<file path="config.mk">
export PLATFORM = sky130hd
export DESIGN_NAME = keypad_entry_encoder_flat
export DESIGN_NICKNAME = d
export VERILOG_FILES = /design/src/rtl/keypad_entry_encoder_pkg.sv /design/src/rtl/keypad_entry_encoder_if.sv /design/src/rtl/keypad_onehot_to_bcd.sv /design/src/rtl/keypad_entry_encoder.sv /design/src/flat_wrapper.sv
export SDC_FILE = /design/constraint.sdc
export NUM_CORES = 1
export LEC_CHECK = 0
export ABC_AREA = 1
export CAP_MARGIN = 30
export CORE_MARGIN = 4
export CORE_UTILIZATION = 45
export DETAILED_ROUTE_END_ITERATION = 6
export PLACE_DENSITY_LB_ADDON = 0.12
export SLEW_MARGIN = 20
export SYNTH_ARGS = -nofsm -noshare
export SYNTH_HDL_FRONTEND = slang
export SYNTH_SLANG_ARGS = --single-unit
</file>
<file path="constraint.sdc">
create_clock -name clock -period 12.2 [get_ports clock]
set_clock_uncertainty 0.1 [all_clocks]
set_input_delay 1.22 -clock clock [delete_from_list [all_inputs] [get_ports clock]]
set_output_delay 1.22 -clock clock [all_outputs]
set_load 0.005 [all_outputs]
</file>
<file path="src/rtl/keypad_entry_encoder_pkg.sv">
// Shared definitions for the timer entry path: BCD width, default sizes and
// the key-qualification state encoding.
package keypad_entry_encoder_pkg;

    localparam int BCD_W          = 4;
    localparam int NUM_KEYS_DEF   = 10;
    localparam int MAX_DIGITS_DEF = 4;

    typedef enum logic [1:0] {
        IDLE         = 2'd0,
        SETTLE       = 2'd1,
        ACCEPT       = 2'd2,
        WAIT_RELEASE = 2'd3
    } state_t;

endpackage

</file>
<file path="src/rtl/keypad_entry_encoder_if.sv">
// Keypad entry bus: raw keys and cancel in, settle counter handshake,
// accepted digit stream and entry register out.
interface keypad_entry_encoder_if
    import keypad_entry_encoder_pkg::*;
#(
    parameter int NUM_KEYS   = NUM_KEYS_DEF,
    parameter int MAX_DIGITS = MAX_DIGITS_DEF
);

    logic [NUM_KEYS-1:0]               key;
    logic                              cancel;
    logic                              settle_clear;
    logic                              settle_done;
    logic [BCD_W-1:0]                  digit;
    logic                              digit_valid;
    logic                              multi_key;
    logic                              overflow;
    logic [BCD_W*MAX_DIGITS-1:0]       entry_bcd;
    logic [$clog2(MAX_DIGITS+1)-1:0]   entry_count;

    // Environment side: keypad, cancel button and the settle counter.
    modport master (
        output key,
        output cancel,
        output settle_done,
        input  settle_clear,
        input  digit,
        input  digit_valid,
        input  multi_key,
        input  overflow,
        input  entry_bcd,
        input  entry_count
    );

    // Encoder side.
    modport slave (
        input  key,
        input  cancel,
        input  settle_done,
        output settle_clear,
        output digit,
        output digit_valid,
        output multi_key,
        output overflow,
        output entry_bcd,
        output entry_count
    );

endinterface

</file>
<file path="src/rtl/keypad_onehot_to_bcd.sv">
// Combinational decode of a key snapshot: BCD index of the set bit, a flag
// for exactly one key and a flag for two or more keys.
module keypad_onehot_to_bcd
    import keypad_entry_encoder_pkg::*;
#(
    parameter int NUM_KEYS = NUM_KEYS_DEF
) (
    input  logic [NUM_KEYS-1:0] snapshot,
    output logic [BCD_W-1:0]    index,
    output logic                one_hot,
    output logic                multi_hot
);

    localparam int CNT_W = $clog2(NUM_KEYS + 1);

    logic [CNT_W-1:0] bits_set;

    // Count set bits and remember the index of the highest one; the index is
    // only meaningful when exactly one bit is set.
    always_comb begin
        bits_set = '0;
        index    = '0;
        for (int i = 0; i < NUM_KEYS; i++) begin
            if (snapshot[i]) begin
                bits_set = bits_set + CNT_W'(1);
                index    = BCD_W'(i);
            end
        end
    end

    assign one_hot   = (bits_set == CNT_W'(1));
    assign multi_hot = (bits_set >  CNT_W'(1));

endmodule

</file>
<file path="src/rtl/keypad_entry_encoder.sv">
// Keypad front end: qualifies raw key presses against an external settle
// counter, emits one BCD digit per press and shifts accepted digits into a
// saturating MM:SS entry register.
module keypad_entry_encoder
    import keypad_entry_encoder_pkg::*;
#(
    parameter int NUM_KEYS   = NUM_KEYS_DEF,
    parameter int MAX_DIGITS = MAX_DIGITS_DEF
) (
    input  logic                   clock,
    input  logic                   clear,
    keypad_entry_encoder_if.slave  bus
);

    localparam int ENTRY_W = BCD_W * MAX_DIGITS;
    localparam int CNT_W   = $clog2(MAX_DIGITS + 1);

    state_t                state, state_nxt;
    logic [NUM_KEYS-1:0]   snapshot, snapshot_nxt;
    logic                  settle_clear_q, settle_clear_nxt;

    logic [BCD_W-1:0]      dec_index;
    logic                  dec_one_hot;
    logic                  dec_multi_hot;

    logic [BCD_W-1:0]      digit_q;
    logic                  digit_valid_q;
    logic                  multi_key_q;
    logic                  overflow_q;
    logic [ENTRY_W-1:0]    entry_bcd_q;
    logic [CNT_W-1:0]      entry_count_q;

    logic                  key_any;
    logic                  key_match;
    logic                  take_digit;

    // Entry register is full once it holds MAX_DIGITS digits.
    function automatic logic entry_full(input logic [CNT_W-1:0] count);
        return count >= CNT_W'(MAX_DIGITS);
    endfunction

    // Shift a new digit in at the least significant end.
    function automatic logic [ENTRY_W-1:0] entry_shift(
        input logic [ENTRY_W-1:0] entry,
        input logic [BCD_W-1:0]   new_digit
    );
        return {entry[ENTRY_W-BCD_W-1:0], new_digit};
    endfunction

    keypad_onehot_to_bcd #(
        .NUM_KEYS (NUM_KEYS)
    ) u_decode (
        .snapshot  (snapshot),
        .index     (dec_index),
        .one_hot   (dec_one_hot),
        .multi_hot (dec_multi_hot)
    );

    assign key_any    = |bus.key;
    assign key_match  = (bus.key == snapshot);
    assign take_digit = (state == ACCEPT) && dec_one_hot;

    // FSM register together with the key snapshot and the registered
    // settle counter clear.
    always_ff @(posedge clock) begin
        if (clear) begin
            state          <= IDLE;
            snapshot       <= '0;
            settle_clear_q <= 1'b1;
        end else begin
            state          <= state_nxt;
            snapshot       <= snapshot_nxt;
            settle_clear_q <= settle_clear_nxt;
        end
    end

    // Next-state logic: the settle counter is held clear except while a
    // stable press is being qualified; any change of the key pattern re-arms
    // it. settle_done is trusted only while the clear is released, because
    // in the cycle after a re-arm it still shows the old count.
    always_comb begin
        state_nxt        = state;
        snapshot_nxt     = snapshot;
        settle_clear_nxt = 1'b1;
        case (state)
            IDLE: begin
                if (key_any) begin
                    snapshot_nxt     = bus.key;
                    settle_clear_nxt = 1'b0;
                    state_nxt        = SETTLE;
                end
            end
            SETTLE: begin
                if (!key_any) begin
                    state_nxt        = IDLE;
                end else if (!key_match) begin
                    snapshot_nxt     = bus.key;
                    settle_clear_nxt = 1'b1;
                end else if (bus.settle_done && !settle_clear_q) begin
                    settle_clear_nxt = 1'b0;
                    state_nxt        = ACCEPT;
                end else begin
                    settle_clear_nxt = 1'b0;
                end
            end
            ACCEPT: begin
                state_nxt = WAIT_RELEASE;
            end
            WAIT_RELEASE: begin
                if (!key_any) begin
                    state_nxt = IDLE;
                end
            end
            default: begin
                state_nxt = IDLE;
            end
        endcase
    end

    // Digit output and one-cycle status pulses, produced in the ACCEPT cycle.
    always_ff @(posedge clock) begin
        if (clear) begin
            digit_q       <= '0;
            digit_valid_q <= 1'b0;
            multi_key_q   <= 1'b0;
            overflow_q    <= 1'b0;
        end else begin
            digit_valid_q <= 1'b0;
            multi_key_q   <= 1'b0;
            overflow_q    <= 1'b0;
            if (take_digit) begin
                digit_q       <= dec_index;
                digit_valid_q <= 1'b1;
                overflow_q    <= entry_full(entry_count_q);
            end else if ((state == ACCEPT) && dec_multi_hot) begin
                multi_key_q   <= 1'b1;
            end
        end
    end

    // Entry shift register; cancel wins over a digit arriving in the same
    // cycle, and a full register ignores further digits.
    always_ff @(posedge clock) begin
        if (clear || bus.cancel) begin
            entry_bcd_q   <= '0;
            entry_count_q <= '0;
        end else if (take_digit && !entry_full(entry_count_q)) begin
            entry_bcd_q   <= entry_shift(entry_bcd_q, dec_index);
            entry_count_q <= entry_count_q + CNT_W'(1);
        end
    end

    assign bus.settle_clear = settle_clear_q;
    assign bus.digit        = digit_q;
    assign bus.digit_valid  = digit_valid_q;
    assign bus.multi_key    = multi_key_q;
    assign bus.overflow     = overflow_q;
    assign bus.entry_bcd    = entry_bcd_q;
    assign bus.entry_count  = entry_count_q;

endmodule

</file>
<file path="src/flat_wrapper.sv">
// flat-port wrapper written by rule: the top's interface ports become plain ports
module keypad_entry_encoder_flat import keypad_entry_encoder_pkg::*;
#(
    parameter int NUM_KEYS   = NUM_KEYS_DEF,
    parameter int MAX_DIGITS = MAX_DIGITS_DEF
)
  (clock, clear, bus_key, bus_cancel, bus_settle_done, bus_settle_clear, bus_digit, bus_digit_valid, bus_multi_key, bus_overflow, bus_entry_bcd, bus_entry_count);
  keypad_entry_encoder_if #(.NUM_KEYS(NUM_KEYS), .MAX_DIGITS(MAX_DIGITS)) bus_i ();
  input  logic clock;
  input  logic clear;
  input wire logic [$bits(bus_i.key)-1:0] bus_key;
  input wire logic [$bits(bus_i.cancel)-1:0] bus_cancel;
  input wire logic [$bits(bus_i.settle_done)-1:0] bus_settle_done;
  output wire logic [$bits(bus_i.settle_clear)-1:0] bus_settle_clear;
  output wire logic [$bits(bus_i.digit)-1:0] bus_digit;
  output wire logic [$bits(bus_i.digit_valid)-1:0] bus_digit_valid;
  output wire logic [$bits(bus_i.multi_key)-1:0] bus_multi_key;
  output wire logic [$bits(bus_i.overflow)-1:0] bus_overflow;
  output wire logic [$bits(bus_i.entry_bcd)-1:0] bus_entry_bcd;
  output wire logic [$bits(bus_i.entry_count)-1:0] bus_entry_count;
  assign bus_i.key = bus_key;
  assign bus_i.cancel = bus_cancel;
  assign bus_i.settle_done = bus_settle_done;
  assign bus_settle_clear = bus_i.settle_clear;
  assign bus_digit = bus_i.digit;
  assign bus_digit_valid = bus_i.digit_valid;
  assign bus_multi_key = bus_i.multi_key;
  assign bus_overflow = bus_i.overflow;
  assign bus_entry_bcd = bus_i.entry_bcd;
  assign bus_entry_count = bus_i.entry_count;
  keypad_entry_encoder #(.NUM_KEYS(NUM_KEYS), .MAX_DIGITS(MAX_DIGITS)) u_core (.clock(clock), .clear(clear), .bus(bus_i));
endmodule
</file>
==> flow_metrics.env, run 1 <==
export IMPL_ir_drop_v=0.0000695
export IMPL_maxSlewViolCount=0
export IMPL_drc=0
export IMPL_root_buffer="sky130_fd_sc_hd__clkbuf_8"
export IMPL_detailroute_via_count=2811
export IMPL_io_pins=41
export IMPL_cts_htree_levels=2
export IMPL_crit_path_end_kind="flop"
export IMPL_source_to_sink_clock_delay_at_the_later_pin_of_the_worst_skew_pair_ns=0.29
export IMPL_final_period_minus_worst_setup_slack_ns=5.28
export IMPL_power_static_leakage_nw=1.76
export IMPL_count_of_hold_buffers_inserted_by_post_cts_repair=0
export IMPL_worst_path_largest_cell_delay_ns=0.42
export IMPL_antenna_found_initial=0
export IMPL_met3_usage_pct=3.54
export IMPL_fin_worst_hold_slack_ns=0.376
export IMPL_clock_tree_buffer_depth=2
export IMPL_total_wire_length_mm=6.56
export IMPL_drive_above_1_share_pct=10.6
export IMPL_timing_critical_path_mode_cell="sky130_fd_sc_hd__nand2_1"
export IMPL_groute_layer_met2_usage_pct=26.6
export IMPL_critical_path_top_delay_family="simple AND/OR/NAND/NOR gates"
export IMPL_die_height_um=88.9
export IMPL_setup_repair_after_global_routing_missed_its_margin="false"
export IMPL_syn_nets=496
export IMPL_finalWeightedCongestion=0.847
export IMPL_drt_wl_cell_um=11.3
export IMPL_worst_ep_required_time_ns=12.28
export IMPL_synth_warning_count=0
export IMPL_drt_iter0_drc=134
export IMPL_holdCritPathClass="flop to flop"
export IMPL_stdcell_area_um2=3440
export IMPL_die_footprint_um2=7890
export IMPL_number_of_hold_violations_in_the_final_report=0
export IMPL_cp_start_kind="flop"
export IMPL_synthToLayoutAreaGrowth_pct=17.1
export IMPL_vias_per_cell=4.85
export IMPL_syn_mean_instance_area_um2=6.26
export IMPL_synth_seq_cells=39
export IMPL_tightest_slew_ns=0.754
export IMPL_wire_length_of_the_first_global_routing_pass_mm=11.3
export IMPL_antenna_cells=0
export IMPL_synth_area_leader_cell="sky130_fd_sc_hd__dfxtp_1"
export IMPL_drt_pass1_iterations=5
export IMPL_cell_count_post_placement=572
export IMPL_cts_resized=0
export IMPL_die_width_um=88.9
export IMPL_seq_area_frac_synth_pct=26.5
export IMPL_timing_critical_path_arrival_ns=5.36
export IMPL_fmax_mhz=189
export IMPL_grt_busiest_layer="met1"
export IMPL_floorplan_initialDensity_pct=46.3
export IMPL_fin_crit_sh_pct=43.3
export IMPL_post_synth_num_cell_types=37
export IMPL_number_of_global_route_vias_before_repair=2564
export IMPL_number_of_clock_sinks=39
export IMPL_yosysTopAreaCellShare_pct=26.5
export IMPL_grt_util_met1_pct=26.7
export IMPL_post_dp_hpwl_mm=5.12
export IMPL_power_per_cell_area_nw_per_um2=94.6
export IMPL_highest_count_cells_in_the_layout_ignoring_fill_and_taps="sky130_fd_sc_hd__nand2_1, sky130_fd_sc_hd__nor2_1, sky130_fd_sc_hd__inv_1, sky130_fd_sc_hd__nand3_1, sky130_fd_sc_hd__clkdlybuf4s50_1"
export IMPL_worstSetupPathType="flop to flop"
export IMPL_post_route_util_pct=54.2
export IMPL_post_cts_repair_setup_buffers=0
export IMPL_crit_slowest_cell="sky130_fd_sc_hd__nand4_4"
export IMPL_cts_tree="yes"
export IMPL_std_cell_rows=29
export IMPL_grt_util_all_layers_pct=17.8
export IMPL_critical_path_buf_inv_count=2
export IMPL_post_synthesis_instance_area_um2=2940
export IMPL_max_slew_headroom_pct=49.7
export IMPL_core_area_um2=6350
export IMPL_cts_reportedPaths_clkPinSlew_ns=0.08
export IMPL_outcome="finished, final reports clean"
export IMPL_tritoncts_num_buffers=5
export IMPL_drtAntennaViolNets=0
export IMPL_global_route_overflow_total=0
export IMPL_setup_tns_ns=0
export IMPL_max_cap_viol_count=0
export IMPL_maximum_fanout_encountered_on_the_critical_timing_path=36
export IMPL_detailed_place_area_um2=3340
export IMPL_synth_area_leaders="sky130_fd_sc_hd__dfxtp_1, sky130_fd_sc_hd__nand2_1, sky130_fd_sc_hd__nand3_1, sky130_fd_sc_hd__nor2_1, sky130_fd_sc_hd__inv_1"
export IMPL_stdcell_count=579
export IMPL_numPortBuffers=40
export IMPL_finalSetupViolations=0
export IMPL_final_common_cell="sky130_fd_sc_hd__nand2_1"
export IMPL_grt_start_max_net_pins=37
export IMPL_synthesis_instances=470
export IMPL_nNetsFinal=528
-- metal layers --
layer  share of wire [%]  vias to the layer above
li1                    -                     1540
met1                  54                     1210
met4                0.40                        0
met5                   0                        -
met3                 3.7                        5
met2                  42                       56
-- through the flow --
stage	worst slack (ns)	power (mW)
after floorplan	7.54	0.205
after global placement	7.09	0.222
after detailed placement	6.97	0.224
after CTS	6.95	0.328
after global routing	6.31	0.347
final	6.92	0.326
-- logic make-up after synthesis --
group,share of synthesized area [%]
AND/OR/NAND/NOR,48.7
XOR/XNOR,1.49
AO/OA/AOI/OAI,7.23
adder cells (fa/ha/maj),5.10
flip-flops,26.5
buffers and inverters,11.0
-- path summary, 6_finish.rpt --
kind	cells past startpoint	slack (ns)	endpoint	startpoint
setup / recovery	30	6.92	u_core.bus.entry_bcd[5]	u_core.snapshot[0]
hold / removal	2	0.38	u_core.bus.digit[1]	u_core.bus.digit[1]
setup reg to reg	30	6.92	u_core.bus.entry_bcd[5]	u_core.snapshot[0]
hold reg to reg	2	0.38	u_core.bus.digit[1]	u_core.bus.digit[1]
-- sequential cells by signal, summed over array words and instances, names as in the netlist, named ones only --
| name | count |
|---|---|
| u_core.bus.entry_bcd | 16 |
| u_core.snapshot | 10 |
| u_core.bus.digit | 4 |
| u_core.bus.entry_count | 3 |
| u_core.bus.digit_valid | 1 |
| u_core.bus.multi_key | 1 |
| u_core.bus.overflow | 1 |
| u_core.bus.settle_clear | 1 |
| u_core.state | 1 |
-- synthesized netlist by cell type, drive strengths merged --
library cell	count
a21o	1
a211oi	1
a31oi	2
a21boi	1
nor4	3
xor2	4
dfxtp	39
nor3b	2
a311oi	1
nand2	159
buf	9
xnor2	1
nand3	58
nand4	6
o211ai	1
inv	60
clkbuf	6
ha	12
a21oi	14
or2	5
o21ai	16
nand3b	1
nor2	65
nor3	3
-- final cells by class --
cell class	instances	area (um^2)
well taps	77	96.3
inverters	60	225
multi-input cells	356	1840
repair buffers	40	400
clock buffers	6	72.6
clock inverters	1	30.0
fillers	642	2910
flip-flops and latches	39	781
-- power by group --
group | internal, mW | total [mW] | switching [mW] | leakage (nW)
clock | 0.0600 | 0.104 | 0.0443 | 0.0513
combinational | 0.0311 | 0.0883 | 0.0571 | 1.39
sequential | 0.129 | 0.133 | 0.00401 | 0.317
total | 0.220 | 0.326 | 0.105 | 1.76
-- worst register-to-register path, delay by kind of cell (launching register included) --
family                     cells  cell delay (ns)
and+or+nand+nor               22             2.89
adders and majority gates      5             1.52
DFF                            1             0.39
buffers and inverters          2             0.16
AOI/OAI and AO/OA              1             0.10
(Power assumes the default switching activity.)
==> run 2, diff against run 1 <==
clock period = 4.25 ns   (was 12.2 ns; I/O delays follow)
==> run 2 against run 1 <==
Compared with the run above: combinational power rose to 4.7 times the previous value; critical path type unchanged; clock power rose to 2.9 times the previous value; sequential share of layout area fell by 4.1 points; sequential cell count did not move; critical endpoint is now u_core.bus.entry_bcd[12]; highest routed layer unchanged; setup slack got worse by 7.2 ns; critical path depth rose by 5; the flow now finishes with violations (negative setup slack); sequential power rose to 2.9 times the previous value.
==> flow_metrics.env, run 2 (synthesized netlist as in run 1, its figures left out) <==
export IMPL_drc=0
export IMPL_global_route_overflow_total=0
export IMPL_top_layer="met4"
export IMPL_cp_start_kind="flop"
export IMPL_final_common_cell="sky130_fd_sc_hd__nand2_1"
export IMPL_drt_iter0_drc=129
export IMPL_setup_repair_after_global_routing_missed_its_margin="true"
export IMPL_cts_tree="yes"
export IMPL_rr_endpoint="u_core.bus.entry_bcd[12]"
export IMPL_maximum_fanout_encountered_on_the_critical_timing_path=4
export IMPL_power_per_cell_area_nw_per_um2=260
export IMPL_drt_pass1_iterations=4
export IMPL_outcome="finished with violations"
export IMPL_cell_count_post_placement=590
export IMPL_final_setup_worst_slack_ns=-0.267
export IMPL_post_route_util_pct=66.5
export IMPL_root_buffer="sky130_fd_sc_hd__clkbuf_8"
export IMPL_wire_length_of_the_first_global_routing_pass_mm=13.3
export IMPL_crit_path_end_kind="flop"
export IMPL_ir_drop_v=0.000204
export IMPL_timing_critical_path_arrival_ns=4.64
export IMPL_largest_reg_flops=16
export IMPL_cts_htree_levels=2
export IMPL_tightest_slew_ns=0.793
export IMPL_finalSetupViolations=26
export IMPL_worst_ep_required_time_ns=4.38
export IMPL_tritoncts_num_buffers=5
export IMPL_timing_critical_path_mode_cell="sky130_fd_sc_hd__nand2_2"
export IMPL_drt_wl_cell_um=13.1
export IMPL_power_static_leakage_nw=2.08
export IMPL_antenna_cells=0
export IMPL_antenna_found_initial=0
export IMPL_highest_count_cells_in_the_layout_ignoring_fill_and_taps="sky130_fd_sc_hd__nand2_1, sky130_fd_sc_hd__nor2_1, sky130_fd_sc_hd__inv_1, sky130_fd_sc_hd__buf_4, sky130_fd_sc_hd__clkdlybuf4s50_1"
export IMPL_drive_above_1_share_pct=30.5
export IMPL_final_period_minus_worst_setup_slack_ns=4.52
export IMPL_max_slew_headroom_pct=47.1
export IMPL_max_cap_viol_count=0
export IMPL_worst_r2r_path_depth=35
export IMPL_finalWeightedCongestion=0.876
export IMPL_number_of_clock_sinks=39
export IMPL_route_met3_wl_um=378
export IMPL_fillcell_total=552
export IMPL_hold_path_cell_count=2
export IMPL_maxSlewViolCount=0
export IMPL_number_of_global_route_vias_before_repair=3038
export IMPL_nNetsFinal=584
export IMPL_cts_reportedPaths_clkPinSlew_ns=0.08
export IMPL_fin_crit_sh_pct=106
export IMPL_drtAntennaViolNets=0
export IMPL_worst_path_largest_cell_delay_ns=0.35
export IMPL_vias_per_cell=5.13
export IMPL_fmax_mhz=221
export IMPL_holdCritStartpoint="u_core.bus.digit[2]"
export IMPL_die_height_um=88.9
export IMPL_clock_tree_buffer_depth=2
export IMPL_count_of_hold_buffers_inserted_by_post_cts_repair=0
export IMPL_violations="negative setup slack"
export IMPL_numPortBuffers=40
export IMPL_rr_startpoint="u_core.snapshot[1]"
export IMPL_stdcell_count=635
export IMPL_grt_start_max_net_pins=21
export IMPL_detailroute_wirelength_met2_mm=4.03
export IMPL_post_dp_hpwl_mm=5.38
export IMPL_wl_met1_mm=3.78
export IMPL_fin_worst_hold_slack_ns=0.366
export IMPL_std_cell_rows=29
export IMPL_detailroute_via_count=3257
export IMPL_total_wire_length_mm=8.33
export IMPL_worstSetupPathType="flop to flop"
export IMPL_floorplan_initialDensity_pct=46.3
export IMPL_crit_slowest_cell="sky130_fd_sc_hd__dfxtp_2"
export IMPL_synthToLayoutAreaGrowth_pct=43.6
export IMPL_r2r_setup_slack_ns=-0.27
export IMPL_total_power_mw=1.10
export IMPL_io_pins=41
export IMPL_hold_end="u_core.bus.digit[2]"
export IMPL_die_footprint_um2=7890
export IMPL_core_area_um2=6350
export IMPL_die_width_um=88.9
export IMPL_number_of_hold_violations_in_the_final_report=0
export IMPL_detailedPlace_worstSlack_ns=-0.231
export IMPL_holdCritPathClass="flop to flop"
export IMPL_grt_util_all_layers_pct=21.1
export IMPL_source_to_sink_clock_delay_at_the_later_pin_of_the_worst_skew_pair_ns=0.29
## run 2: changes by cell type in the layout (fill, tap and decap cells not counted), moves of 5 or more
cell                      previous run  this run
sky130_fd_sc_hd__nand2_1           141       115
sky130_fd_sc_hd__nor2_2              5        11
sky130_fd_sc_hd__buf_6               0         7
sky130_fd_sc_hd__nor2_1             59        51
sky130_fd_sc_hd__ha_1               12         6
sky130_fd_sc_hd__buf_4               0        46
sky130_fd_sc_hd__nand2_2            13        33
sky130_fd_sc_hd__nand3_1            50        38
sky130_fd_sc_hd__nand3_2             4        15
sky130_fd_sc_hd__nand2_4             5        10
sky130_fd_sc_hd__ha_4                0         6
## run 2: timing repair
action	4_1_cts	5_1_grt
pin swaps	21	25
buffers inserted	28	11
cloned	3	0
endpoints found under the setup margin	26	26
gates resized for setup	42	35
## run 2: power by group
| group | total [mW] | internal [mW] | leakage, nW | switching (mW) |
|---|---|---|---|---|
| combinational | 0.417 | 0.188 | 1.71 | 0.229 |
| sequential | 0.383 | 0.372 | 0.318 | 0.0117 |
| clock | 0.298 | 0.172 | 0.0513 | 0.126 |
| total | 1.10 | 0.732 | 2.08 | 0.366 |
## run 2: layout make-up
cell class,count,area (um^2),share of cell area [%]
well taps,77,96.3,2.28
multi-input cells,356,2130,50.3
repair buffers,96,887,21.0
flip-flops and latches,39,785,18.6
clock inverters,1,30.0,0.711
inverters,60,228,5.39
clock buffers,6,72.6,1.72
## run 2: critical path, delay by kind of cell (launching register included)
kind                       cells  cell delay (ns)
and+or+nand+nor               24             2.35
adders and majority gates      5             1.16
buffers and inverters          5             0.42
DFF                            1             0.35
AOI/OAI and AO/OA              1             0.07
## run 2: worst max-delay path by stage
stage                  startpoint                        to  slack [ns]
2_1_floorplan  u_core.snapshot[0]   u_core.bus.entry_bcd[3]       0.006
3_3_place_gp   u_core.snapshot[1]       u_core.bus.digit[0]       -0.05
5_1_grt        u_core.snapshot[1]   u_core.bus.entry_bcd[9]       -0.54
6_report       u_core.snapshot[1]  u_core.bus.entry_bcd[12]       -0.27
3_5_place_dp   u_core.snapshot[0]       u_core.bus.digit[1]       -0.23
4_1_cts        u_core.snapshot[0]   u_core.bus.entry_bcd[9]       -0.14
## run 2: routing by layer
layer  GRT usage, %  vias to the layer above
met5              0                        -
li1               -                     1650
met2           36.6                       69
met1           27.0                     1526
met4           5.22                        0
met3           3.63                       12
## run 2: through the flow
step / cell area, um^2 / setup TNS [ns]
6_report: 4230 / -4.79
5_1_grt: 4230 / -11.87
4_1_cts: 4070 / -2.31
3_5_place_dp: 3520 / -4.99
3_3_place_gp: 3520 / -0.603
2_1_floorplan: 2980 / 0
==> run 3, diff against run 2 <==
CORE_ASPECT_RATIO = 1.75   (was default)
==> run 3 against run 2 <==
Compared with the run above: the flow still finishes with violations (negative setup slack); power decreased by 1.4%; final cell count decreased by 0.16%; non-clock buffer count decreased by 5; die area increased by 0.64%; worst hold slack improved by 0.0077 ns; first-iteration DRC count decreased by 7.8%; clock power increased by 3%; highest routed layer unchanged.
==> flow_metrics.env, run 3 (synthesized netlist as in run 1, its figures left out) <==
export IMPL_power_report_internal_total_mw=0.724
export IMPL_holdCritStartpoint="u_core.bus.digit[0]"
export IMPL_maximum_fanout_encountered_on_the_critical_timing_path=7
export IMPL_final_period_minus_worst_setup_slack_ns=4.54
export IMPL_ir_drop_v=0.000149
export IMPL_detailroute_wirelength_met2_mm=4.49
export IMPL_die_footprint_um2=7950
export IMPL_rr_startpoint="u_core.snapshot[0]"
export IMPL_critical_path_top_delay_family="simple AND/OR/NAND/NOR gates"
export IMPL_worst_ep_required_time_ns=4.38
export IMPL_cp_start_kind="flop"
export IMPL_max_cap_viol_count=0
export IMPL_floorplan_initialDensity_pct=46.9
export IMPL_synthToLayoutAreaGrowth_pct=44.2
export IMPL_timing_critical_path_arrival_ns=4.68
export IMPL_cts_reportedPaths_clkPinSlew_ns=0.08
export IMPL_power_per_cell_area_nw_per_um2=255
export IMPL_number_of_global_route_vias_before_repair=2990
export IMPL_max_slew_headroom_pct=43.4
export IMPL_worst_r2r_path_depth=35
export IMPL_drive_above_1_share_pct=31.8
export IMPL_tightest_slew_ns=0.847
export IMPL_timing_critical_path_mode_cell="sky130_fd_sc_hd__nand2_2"
export IMPL_maxSlewViolCount=0
export IMPL_cts_tree="yes"
export IMPL_numPortBuffers=40
export IMPL_stdcell_area_um2=4240
export IMPL_fillcell_total=577
export IMPL_r2r_setup_slack_ns=-0.29
export IMPL_drt_wl_cell_um=12.5
export IMPL_die_height_um=115
export IMPL_worstSetupPathType="flop to flop"
export IMPL_drt_iter0_drc=119
export IMPL_holdCritPathClass="flop to flop"
export IMPL_gate_power_share_pct=36.4
export IMPL_fmax_mhz=220
export IMPL_grt_util_all_layers_pct=19.5
export IMPL_antenna_found_initial=0
export IMPL_hold_end="u_core.bus.digit[0]"
export IMPL_crit_slowest_cell="sky130_fd_sc_hd__dfxtp_4"
export IMPL_setup_repair_after_global_routing_missed_its_margin="true"
export IMPL_stdcell_count=634
export IMPL_grt_start_max_net_pins=21
export IMPL_source_to_sink_clock_delay_at_the_later_pin_of_the_worst_skew_pair_ns=0.29
export IMPL_worst_path_largest_cell_delay_ns=0.38
export IMPL_cell_count_post_placement=602
export IMPL_std_cell_rows=38
export IMPL_p_sw_share_pct=33.2
export IMPL_die_width_um=69.1
export IMPL_seqPwrFrac_pct=35.4
export IMPL_outcome="finished with violations"
export IMPL_highest_count_cells_in_the_layout_ignoring_fill_and_taps="sky130_fd_sc_hd__nand2_1, sky130_fd_sc_hd__inv_1, sky130_fd_sc_hd__nor2_1, sky130_fd_sc_hd__buf_4"
export IMPL_rr_endpoint="u_core.bus.entry_bcd[8]"
export IMPL_post_route_util_pct=67.6
export IMPL_root_buffer="sky130_fd_sc_hd__clkbuf_8"
export IMPL_count_of_hold_buffers_inserted_by_post_cts_repair=0
export IMPL_detailroute_via_count=3181
export IMPL_global_route_overflow_total=0
export IMPL_cts_htree_levels=2
export IMPL_switchingPower_mw=0.360
export IMPL_vias_per_cell=5.02
export IMPL_post_dp_hpwl_mm=5.76
export IMPL_drt_pass1_iterations=5
export IMPL_nNetsFinal=579
export IMPL_top_layer="met4"
export IMPL_detailed_place_area_um2=3590
export IMPL_critical_path_buf_inv_count=5
export IMPL_crit_path_end_kind="flop"
export IMPL_fin_crit_sh_pct=107
export IMPL_number_of_hold_violations_in_the_final_report=0
export IMPL_total_wire_length_mm=7.91
export IMPL_wire_length_of_the_first_global_routing_pass_mm=12.8
export IMPL_clock_share_of_power_pct=28.3
export IMPL_power_static_leakage_nw=2.07
export IMPL_final_setup_worst_slack_ns=-0.292
export IMPL_number_of_clock_sinks=39
export IMPL_finalWeightedCongestion=0.898
export IMPL_largest_reg_flops=16
export IMPL_tritoncts_num_buffers=5
export IMPL_drc=0
export IMPL_finalSetupViolations=26
export IMPL_final_common_cell="sky130_fd_sc_hd__nand2_1"
export IMPL_antenna_cells=0
export IMPL_wl_met1_mm=2.89
export IMPL_hold_path_cell_count=2
export IMPL_core_area_um2=6280
export IMPL_detailedPlace_worstSlack_ns=-0.200
export IMPL_clock_tree_buffer_depth=2
export IMPL_drtAntennaViolNets=0
export IMPL_violations="negative setup slack"
export IMPL_route_met3_wl_um=276
export IMPL_io_pins=41
## run 3: worst max path at each step
stage                        from                       to  slack (ns)  cells after the start
2_1_floorplan  u_core.snapshot[0]  u_core.bus.entry_bcd[3]       0.006                     33
3_3_place_gp   u_core.snapshot[0]     u_core.bus.multi_key       -0.09                     33
3_5_place_dp   u_core.snapshot[1]  u_core.bus.entry_bcd[8]       -0.20                     34
4_1_cts        u_core.snapshot[1]  u_core.bus.entry_bcd[8]       -0.20                     35
5_1_grt        u_core.snapshot[0]  u_core.bus.entry_bcd[1]       -0.48                     35
6_report       u_core.snapshot[0]  u_core.bus.entry_bcd[8]       -0.29                     35
## run 3: layout make-up
| type | instances | area (um^2) | share of cell area, % |
|---|---|---|---|
| Inverter | 60 | 230 | 5.43 |
| Tap cell | 80 | 100 | 2.36 |
| Clock inverter | 3 | 43.8 | 1.03 |
| Multi-Input combinational cell | 356 | 2150 | 50.8 |
| Clock buffer | 5 | 68.8 | 1.62 |
| Timing Repair Buffer | 91 | 860 | 20.3 |
| Sequential cell | 39 | 786 | 18.5 |
## run 3: worst min-delay path, delay by kind of cell (launching register included)
| kind | cells | cell delay, ns |
|---|---|---|
| AND/OR/NAND/NOR | 2 | 0.12 |
| flip-flops | 1 | 0.31 |
## run 3: what timing repair did
item / CTS / global route
setup buffers: 18 / 5
gates resized for setup: 24 / 59
pin swaps: 3 / 39
setup endpoints to repair: 26 / 26
gates cloned: 2 / 0
## run 3: through the flow
| step | hold slack [ns] | power (mW) | TNS (ns) |
|---|---|---|---|
| floorplan | 0.362 | 0.596 | 0 |
| global placement | 0.358 | 0.681 | -1.87 |
| detailed placement | 0.365 | 0.687 | -4.24 |
| CTS | 0.376 | 1.05 | -3.41 |
| global route | 0.386 | 1.15 | -10.52 |
| finish | 0.374 | 1.08 | -5.31 |
## run 3: per-layer routing
layer	vias up	global-route usage (%)
li1	1650	-
met1	1433	18.6
met2	81	39.7
met3	17	2.19
met4	0	10.2
met5	-	0
## run 3: power groups by stage
stage / Combinational, mW / Clock [mW] / Sequential [mW]
4_1_cts: 0.351 / 0.313 / 0.382
6_report: 0.394 / 0.306 / 0.383
2_1_floorplan: 0.211 / 0 / 0.384
5_1_grt: 0.432 / 0.330 / 0.384
3_5_place_dp: 0.297 / 0 / 0.390
3_3_place_gp: 0.292 / 0 / 0.390
